[src/rtl/cu_pkg.sv]
// rtl/cu_pkg.sv - state, opcode and write-select encodings shared by the sequencing control unit
package cu_pkg;

    typedef enum logic [2:0] {
        ST_FETCH     = 3'b000,
        ST_DECODE    = 3'b001,
        ST_EXECUTE   = 3'b010,
        ST_MEMORY    = 3'b011,
        ST_WRITEBACK = 3'b100,
        ST_HALT      = 3'b101,
        ST_STEP_WAIT = 3'b110
    } cu_state_e;

    localparam logic [2:0] OP_ADD   = 3'b000;
    localparam logic [2:0] OP_AND   = 3'b001;
    localparam logic [2:0] OP_NOT   = 3'b010;
    localparam logic [2:0] OP_LOADI = 3'b011;
    localparam logic [2:0] OP_LD    = 3'b100;
    localparam logic [2:0] OP_ST    = 3'b101;
    localparam logic [2:0] OP_JZ    = 3'b110;
    localparam logic [2:0] OP_HLT   = 3'b111;

    localparam logic [1:0] WSEL_ALU = 2'b00;
    localparam logic [1:0] WSEL_IMM = 2'b01;
    localparam logic [1:0] WSEL_MEM = 2'b10;

    // op occupies the top OP_W bits; rd and rs follow immediately below it
    localparam int OP_W = 3;

    function automatic int reg_addr_w(input int num_regs);
        return (num_regs <= 2) ? 1 : $clog2(num_regs);
    endfunction

endpackage

[src/rtl/cu_wait_timer.sv]
// rtl/cu_wait_timer.sv - memory wait-state counter flagging the cycle that exhausts WAIT_MAX
module cu_wait_timer #(
    parameter int WAIT_MAX = 15
) (
    input  logic clk,
    input  logic rst_n,
    input  logic clr,
    input  logic en,
    output logic timeout
);

    localparam int CW = (WAIT_MAX < 2) ? 1 : $clog2(WAIT_MAX);
    localparam logic [CW-1:0] LAST = CW'((WAIT_MAX > 0) ? WAIT_MAX - 1 : 0);

    logic [CW-1:0] cnt_q, cnt_d;

    always_comb begin
        cnt_d = cnt_q;
        if (clr) begin
            cnt_d = '0;
        end else if (en && (cnt_q != LAST)) begin
            cnt_d = cnt_q + 1'b1;
        end
    end

    always_ff @(posedge clk or negedge rst_n) begin
        if (!rst_n) begin
            cnt_q <= '0;
        end else begin
            cnt_q <= cnt_d;
        end
    end

    // cnt_q counts completed wait cycles, so LAST marks the WAIT_MAX-th waiting cycle
    assign timeout = (WAIT_MAX > 0) && en && (cnt_q == LAST);

endmodule

[src/rtl/seq_control_unit.sv]
// rtl/seq_control_unit.sv - multi-cycle CPU sequencer with memory wait timeout; CU_SINGLE_STEP_EN adds step gating
module seq_control_unit
    import cu_pkg::*;
#(
    parameter int IW       = 8,
    parameter int NUM_REGS = 2,
    parameter int IMW      = 4,
    parameter int WAIT_MAX = 15,
    localparam int RW      = reg_addr_w(NUM_REGS)
) (
    input  logic          clk,
    input  logic          reset,
    input  logic [IW-1:0] instr,
    input  logic          zf,
    input  logic          mem_ready,
`ifdef CU_SINGLE_STEP_EN
    input  logic          step,
`endif
    output logic [2:0]    state,
    output logic          pc_we,
    output logic          pc_sel,
    output logic          ir_we,
    output logic          mem_req,
    output logic          mem_we,
    output logic          addr_sel,
    output logic [2:0]    alu_opcode,
    output logic          alu_we,
    output logic          zf_we,
    output logic [RW-1:0] rf_raddr_a,
    output logic [RW-1:0] rf_raddr_b,
    output logic          rf_we,
    output logic [RW-1:0] rf_waddr,
    output logic [1:0]    rf_wsel,
    output logic          halt,
    output logic          fault
);

    cu_state_e state_q, state_d, done_state;
    logic      fault_q, fault_d;
    logic      waiting, timeout;

    logic [OP_W-1:0] op;
    logic [RW-1:0]   rd, rs;
    logic [IMW-1:0]  imm;
    logic            unused_fields;

    assign op  = instr[IW-1 -: OP_W];
    assign rd  = instr[IW-1-OP_W -: RW];
    assign rs  = instr[IW-1-OP_W-RW -: RW];
    // the immediate feeds the PC adder and address path, not the sequencer
    assign imm = instr[IMW-1:0];
    assign unused_fields = ^{imm, instr};

`ifdef CU_SINGLE_STEP_EN
    assign done_state = step ? ST_FETCH : ST_STEP_WAIT;
`else
    assign done_state = ST_FETCH;
`endif

    assign waiting = (state_q == ST_FETCH) || (state_q == ST_MEMORY);

    cu_wait_timer #(
        .WAIT_MAX (WAIT_MAX)
    ) u_wait_timer (
        .clk     (clk),
        .rst_n   (reset),
        .clr     (!waiting || mem_ready),
        .en      (waiting && !mem_ready),
        .timeout (timeout)
    );

    always_ff @(posedge clk or negedge reset) begin
        if (!reset) begin
            state_q <= ST_FETCH;
            fault_q <= 1'b0;
        end else begin
            state_q <= state_d;
            fault_q <= fault_d;
        end
    end

    always_comb begin
        state_d    = state_q;
        fault_d    = fault_q;
        state      = 3'b000;
        pc_we      = 1'b0;
        pc_sel     = 1'b0;
        ir_we      = 1'b0;
        mem_req    = 1'b0;
        mem_we     = 1'b0;
        addr_sel   = 1'b0;
        alu_opcode = 3'b000;
        alu_we     = 1'b0;
        zf_we      = 1'b0;
        rf_raddr_a = '0;
        rf_raddr_b = '0;
        rf_we      = 1'b0;
        rf_waddr   = '0;
        rf_wsel    = WSEL_ALU;
        halt       = 1'b0;
        fault      = 1'b0;
        // gating on reset keeps a mid-access reset from leaving mem_req/mem_we asserted
        if (reset) begin
            state = state_q;
            fault = fault_q;
            case (state_q)
                ST_FETCH: begin
                    mem_req = 1'b1;
                    if (mem_ready) begin
                        ir_we   = 1'b1;
                        pc_we   = 1'b1;
                        state_d = ST_DECODE;
                    end else if (timeout) begin
                        state_d = ST_HALT;
                        fault_d = 1'b1;
                    end
                end
                ST_DECODE: begin
                    rf_raddr_a = rd;
                    rf_raddr_b = rs;
                    state_d    = (op == OP_HLT) ? ST_HALT : ST_EXECUTE;
                end
                ST_EXECUTE: begin
                    case (op)
                        OP_ADD, OP_AND, OP_NOT: begin
                            alu_opcode = op;
                            alu_we     = 1'b1;
                            zf_we      = 1'b1;
                            state_d    = ST_WRITEBACK;
                        end
                        OP_LOADI:     state_d = ST_WRITEBACK;
                        OP_LD, OP_ST: state_d = ST_MEMORY;
                        OP_JZ: begin
                            pc_we   = zf;
                            pc_sel  = zf;
                            state_d = done_state;
                        end
                        default:      state_d = ST_HALT;
                    endcase
                end
                ST_MEMORY: begin
                    mem_req  = 1'b1;
                    addr_sel = 1'b1;
                    mem_we   = (op == OP_ST);
                    if (mem_ready) begin
                        state_d = (op == OP_LD) ? ST_WRITEBACK : done_state;
                    end else if (timeout) begin
                        state_d = ST_HALT;
                        fault_d = 1'b1;
                    end
                end
                ST_WRITEBACK: begin
                    rf_we    = 1'b1;
                    rf_waddr = rd;
                    case (op)
                        OP_LOADI: rf_wsel = WSEL_IMM;
                        OP_LD:    rf_wsel = WSEL_MEM;
                        default:  rf_wsel = WSEL_ALU;
                    endcase
                    state_d = done_state;
                end
                ST_HALT:      halt    = 1'b1;
                ST_STEP_WAIT: state_d = done_state;
                default:      state_d = ST_FETCH;
            endcase
        end
    end

endmodule

[config.mk]
export PLATFORM = sky130hd
export DESIGN_NAME = seq_control_unit
export DESIGN_NICKNAME = d
export VERILOG_FILES = /design/src/rtl/cu_pkg.sv /design/src/rtl/cu_wait_timer.sv /design/src/rtl/seq_control_unit.sv
export SDC_FILE = /design/constraint.sdc
export NUM_CORES = 1
export LEC_CHECK = 0
export ABC_AREA = 1
export BUFFER_PORTS_ARGS = -buffer_cell sky130_fd_sc_hd__buf_4
export CAP_MARGIN = 20
export CORE_UTILIZATION = 40
export CTS_CLUSTER_SIZE = 30
export DETAILED_ROUTE_END_ITERATION = 10
export PLACE_DENSITY = 0.78
export SYNTH_ARGS = -nofsm -noshare
export SYNTH_HDL_FRONTEND = slang
export SYNTH_SLANG_ARGS = --single-unit
[constraint.sdc]
create_clock -name clk -period 1.3 [get_ports clk]
set_input_delay 0.26 -clock clk [delete_from_list [all_inputs] [get_ports clk]]
set_output_delay 0.26 -clock clk [all_outputs]
set_load 0.01 [all_outputs]
# [Word level (Yosys, flattened, before mapping)]
# Cells that the tools add are included.
[word_totals] mem_bits_ro=0 ram_bits=0 memories=0 latchBits=0 inputBits=12 elab_cells=80 output_inout_bits=22 reg_bits=8
[op_classes] mul=0 n_eq_ne=14 n_div=0 bitwise_logic=2 order_cmp=0 add_sub_neg=1 n_reduce_logical=16 shift=0 mux=44
[ops] op="$mux W1" count=27
[ops] op="$mux W3" count=9
[ops] op="$eq A3 B3 Y1 const B" count=6
[ops] op="$pmux W3 S5" count=1
[ops] op="$eq A3 B2 Y1 const B" count=4
[ops] op="$pmux W3 S3" count=1
[ops] op="$mux W4" count=2
[ops] op="$eq A3 B1 Y1 const B" count=2
[ops] op="$logic_not A3 Y1" count=2
[ops] op="$add A4 B1 Y4 const B" count=1
[ops] op="$eq A4 B4 Y1 const B" count=1
[ops] op="$mux W2" count=2
[ops] op="$ne A4 B4 Y1 const B" count=1
[ops] op="$pmux W2 S2" count=1
[ops] op="$reduce_and A4 Y1" count=1
[ops] op="$reduce_or A2 Y1" count=2
[ops] op="$reduce_or A4 Y1" count=1
[ops] op="$logic_and A1 B1 Y1" count=3
[ops] op="$reduce_or A3 Y1" count=1
[ops] op="$logic_not A1 Y1" count=2
[ops] op="$logic_or A1 B1 Y1" count=2
[ops] op="$not A1 Y1" count=2
[ops] op="$pmux W1 S2" count=1
[ops] op="$reduce_and A2 Y1" count=1
[ops] op="$reduce_bool A2 Y1" count=1

# [Depth between registers and ports, before layout]
[depth] ltp_word=7 depth_mapped=10 ltp_nobuf=10

# [Modules after synthesis]
# A second synthesis with hierarchy kept.
[hier_totals] hier_cells=138 hier_area_um2=828.3
[by_module_without_submodules] module="seq_control_unit" area_each_um2=575.6 instances=1 seq_area_each_um2=100.1 cells_per_inst=105
[by_module_without_submodules] module="cu_wait_timer" area_each_um2=252.7 instances=1 seq_area_each_um2=100.1 cells_per_inst=33

# [Worst setup path after synthesis]
# No wires, ideal clock.
[synth_path] path_kind="register to output" from="register state_q[0]" to="output port rf_wsel[1]" setup_slack_ns=-0.197 path_buffers=0 t_required_ns=1.040 t_arrival_ns=1.237 stages_incl_launch_ff=6 cell_sequence="dfrtp_1 inv_2 nand2_1 nor2_1 inv_1 nor4_1"
[synth_between] elab_chain_len=3
[synth_lines] item="start: declaration" line_no="seq_control_unit.sv:38" source="cu_state_e state_q, state_d, done_state;"
[synth_lines] item="start signal: assignment" line_no="seq_control_unit.sv:77" source="state_q <= state_d;"
[synth_lines] item="$eq A3 B3 Y1" line_no="seq_control_unit.sv:106" source="case (state_q)"
[synth_lines] item="$mux W2" line_no="seq_control_unit.sv:106"
[synth_lines] item="$mux W2" line_no="seq_control_unit.sv:103" source="if (reset) begin"
[synth_lines] item="end: declaration" line_no="seq_control_unit.sv:33" source="output logic [1:0] rf_wsel,"
# No other way between the ends.

# [Worst setup path after layout]
[layout_path] from="register state_q[2]" to="output port pc_we"
[layout_between] elab_chain_len=3 elab_cells_between_ends=4 cone_classes="eq/ne: 1; mux: 2; reduce/logical: 1"
[layout_lines] item="$eq A3 B2 Y1 or $logic_not A3 Y1 (tied branches)" line_no="seq_control_unit.sv:106"
[layout_lines] item="$pmux W1 S2 *" line_no="seq_control_unit.sv:106"
[layout_lines] item="$mux W1 *" line_no="seq_control_unit.sv:103"
[layout_lines] item="end: declaration" line_no="seq_control_unit.sv:20" source="output logic pc_we,"
# Mark *: on every way between the ends. The rest lies on a longest branch, timed or not.

==> summary.md <==
| Metric | Value |
|---|---|
| Highest Signal Layer | `met4` |
| Simple-gate share of the synthesized area | `0.451` |
| Starting Density | `0.450` |
| Post-Route M1 WL | `1330 um` |
| Critical Path Source Type | `register` |
| Period utilisation layout | `1.37` |
| Compound-Gate Fraction of Synth Area | `0.0776` |
| RSZ-0062 raised after global routing | `true` |
| Number of iterations in the first detailed-routing pass | `6` |
| Unique masters post-synth | `27` |
| Cell area after synthesis | `709 um^2` |
| Drt via density | `5.87` |
| Max Fanout on Critical Path | `5` |
| Syn Area/Cell | `6.57 um^2` |
| Root buf cell | `clkbuf_4` |
| Net Sw Frac | `0.474` |
| Largest net degree at the start of global routing | `9` |
| Failing checks | `setup timing` |
| Adder-cell share of the synthesized area | `0.0353` |
| DP HPWL | `1670 um` |
| Cells after synthesis | `108` |
| Critical Path Max Stage Delay | `0.43 ns` |
| PD cells | `1820 nW/um^2` |
| Critical Path Slowest Stage Cell | `dfrtp_2` |
| Outcome | `complete, but fails checks` |
| Die Width | `44.1 um` |
| GRT Total Usage | `0.307` |
| Data required time of the worst path | `1.04 ns` |
| Final Cell Area | `1480 um^2` |
| Post-synthesis xor/xnor area fraction | `0.0247` |
| Mux contribution to synthesized area | `0` |
| Design Power | `2.69 mW` |
| Htree depth | `1` |
| Logic pwr share | `0.772` |
| DR WL met2 | `1890 um` |
| Grt total ovfl | `0` |
| CTS clock-pin slew for the worst setup and hold paths | `0.05 ns` |
| Tmin final | `1.79 ns` |
| Endpoint type of the worst setup path | `output pin` |
| Layout cell share with drive strength beyond 1 | `0.616` |
| Yosys reg bits | `8` |
| YS warnings | `0` |
| Layout filler cell count | `55` |
| Initial antenna violation count | `0` |
| Initial DRC Count | `73` |
| Final hold slack | `0.410 ns` |
| Hold Path Class | `input port to register` |
| Skew final | `0.00267 ns` |
| WL per Instance | `19.7 um` |
| Final Hold Vio Count | `0` |
| Final Core Density | `0.940` |
| NetSw | `1.28 mW` |
| Vias | `1104` |
| CTS tree | `yes` |
| Final nets | `188` |
| Synth area leaders | `dfrtp_1, nand2_1, inv_1, nor2_1, nand3_1` |
| Final setup fails | `27` |
| Arrival time at the worst endpoint | `1.53 ns` |
| Global-route wire length before repair | `4250 um` |
| IO Port Bufs | `29` |
| Met3 Routed Length | `305 um` |
| Top cell type's share of synthesized area | `0.282` |
| Clk Latency, worst-skew pair | `0.27 ns` |
| WS Path Type | `register to output pin` |
| Largest family of logic cells by synthesized area | `simple AND/OR/NAND/NOR gates` |
| Placed cell areas | `1110 um^2` |
| Max Clock Freq | `560 MHz` |
| # IOs | `34` |
| ANT nets after route | `0` |
| Pleak | `0.752 nW` |
| Synth-to-layout area growth | `109%` |
| TritonCTS buffer count | `3` |
| Syn nets | `122` |
| # rows | `14` |
| Part of the Yosys area used for sequential elements | `0.282` |
| Number of remaining DRC errors | `0` |
| Die H | `44.1 um` |
| GP Congestion | `0.904` |
| Yosys top cell by area | `dfrtp_1` |
| Slew Viols, Final | `0` |
| Clk pwr share | `0.075` |
| Clock sink count | `8` |
| Peak VDD IR | `0.00163 V` |
| Worst-path cell chain | `buf_12 -> nor2_4 -> nand3_2 -> a21oi_1 -> buf_4` |
| Max-Cap Viols | `0` |
| Int Pwr | `1.42 mW` |
| Core ar. | `1580 um^2` |
| Sequential Power Share | `0.153` |
| ANT cells | `0` |
| WL final | `3700 um` |
| Die ar. | `1950 um^2` |
| Clk buf depth | `2` |
| Vias in the first global route | `955` |
| Final Worst Setup Slack | `-0.486 ns` |
-- power by group through the flow --
stage	clock [mW]	combinational [mW]	sequential [mW]
final	0.202	2.08	0.412
after global routing	0.215	2.14	0.419
after CTS	0.205	1.54	0.418
after detailed placement	0	1.07	0.398
after global placement	0	1.04	0.392
after floorplan	0	0.572	0.401
-- through the flow --
step           cells  worst slack (ns)  setup TNS, ns
2_1_floorplan    108          -0.00454        -0.0127
3_3_place_gp     170           -0.0854         -0.459
3_5_place_dp     170            -0.121         -0.997
4_1_cts          181            -0.339          -5.20
5_1_grt          188            -0.514          -8.98
6_report         188            -0.486          -8.16
-- Yosys cell counts (all sizes together) --
| library cell | number |
|---|---|
| nand2 | 27 |
| inv | 17 |
| nor2 | 15 |
| nand3 | 11 |
| dfrtp | 8 |
| nor3 | 5 |
| o21ai | 5 |
| nand4 | 4 |
| a21oi | 3 |
| buf | 3 |
| ha | 2 |
| nor4 | 2 |
| clkinv | 1 |
| conb | 1 |
| o21bai | 1 |
| o31ai | 1 |
| xnor2 | 1 |
| xor2 | 1 |
-- critical path, delay by kind of cell, from the launching register on --
family / cells / cell delay, ns
and+or+nand+nor: 2 / 0.33
buffers and inverters: 2 / 0.29
DFF: 1 / 0.43
AOI/OAI and AO/OA: 1 / 0.19
-- cells by family (layout without fill, tap and decap cells) --
kind of cell | Yosys count | in the layout
xor+xnor | 2 | 2
fa+ha+maj | 2 | 2
buf+inv | 21 | 85
compound gates | 10 | 10
flops | 8 | 8
other cells | 1 | 1
simple gates | 64 | 64
-- worst paths after layout --
kind | from | end | slack [ns] | cells past startpoint
max reg2reg | state_q[2] | state_q[0] | -0.29 | 11
max | state_q[2] | pc_we | -0.49 | 5
min | reset | state_q[1] | 0.41 | 3
min reg2reg | fault_q | fault_q | 0.51 | 1
min in group asynchronous | reset | u_wait_timer.cnt_q[3] | 0.68 | 3
max in group asynchronous | reset | state_q[2] | 0.34 | 3
-- state kept, by name (all words and copies together), names as in the netlist --
signal and count:
fault_q 1, u_wait_timer.cnt_q 4, state_q 3
-- final cells by class --
type | instances | area (um^2) | share of cell area
multi-input combinational | 79 | 608 | 0.410
timing repair buffer | 64 | 559 | 0.377
sequential | 8 | 203 | 0.137
inverter | 18 | 70.1 | 0.0473
clock buffer | 3 | 22.5 | 0.0152
tap | 16 | 20.0 | 0.0135
-- cell usage in the layout (no fill, tap or decap), types with 3 or more instances in the layout --
cell type  synthesis  routed
inv_1             15      11
nand3_4            1       3
nor2_1            14      10
dfrtp_1            8       6
nand2_2            3       6
nand2_1           23      17
nor2_4             0       3
nand3_2            1       3
nor3_4             0       3
nand2_8            0       3
nand4_1            4       4
clkbuf_4           0       3
buf_4              2      45
nand3_1            9       5
buf_6              0      17
inv_2              2       5
-- what timing repair did --
item                       4_1_cts  5_1_grt
pin swaps                       10        8
cloned                           0        0
hold buffers                     1        0
setup endpoints to repair       23       26
buffers inserted                10        9
hold endpoints to repair         8        0
resized for setup               35       22
-- metal layers --
metal	GRT usage	vias to the layer above
met4	0.194	0
li1	-	474
met2	0.512	86
met3	0.0694	21
met5	0	-
met1	0.352	523
Note: power is estimated with default switching activity, not from simulation.
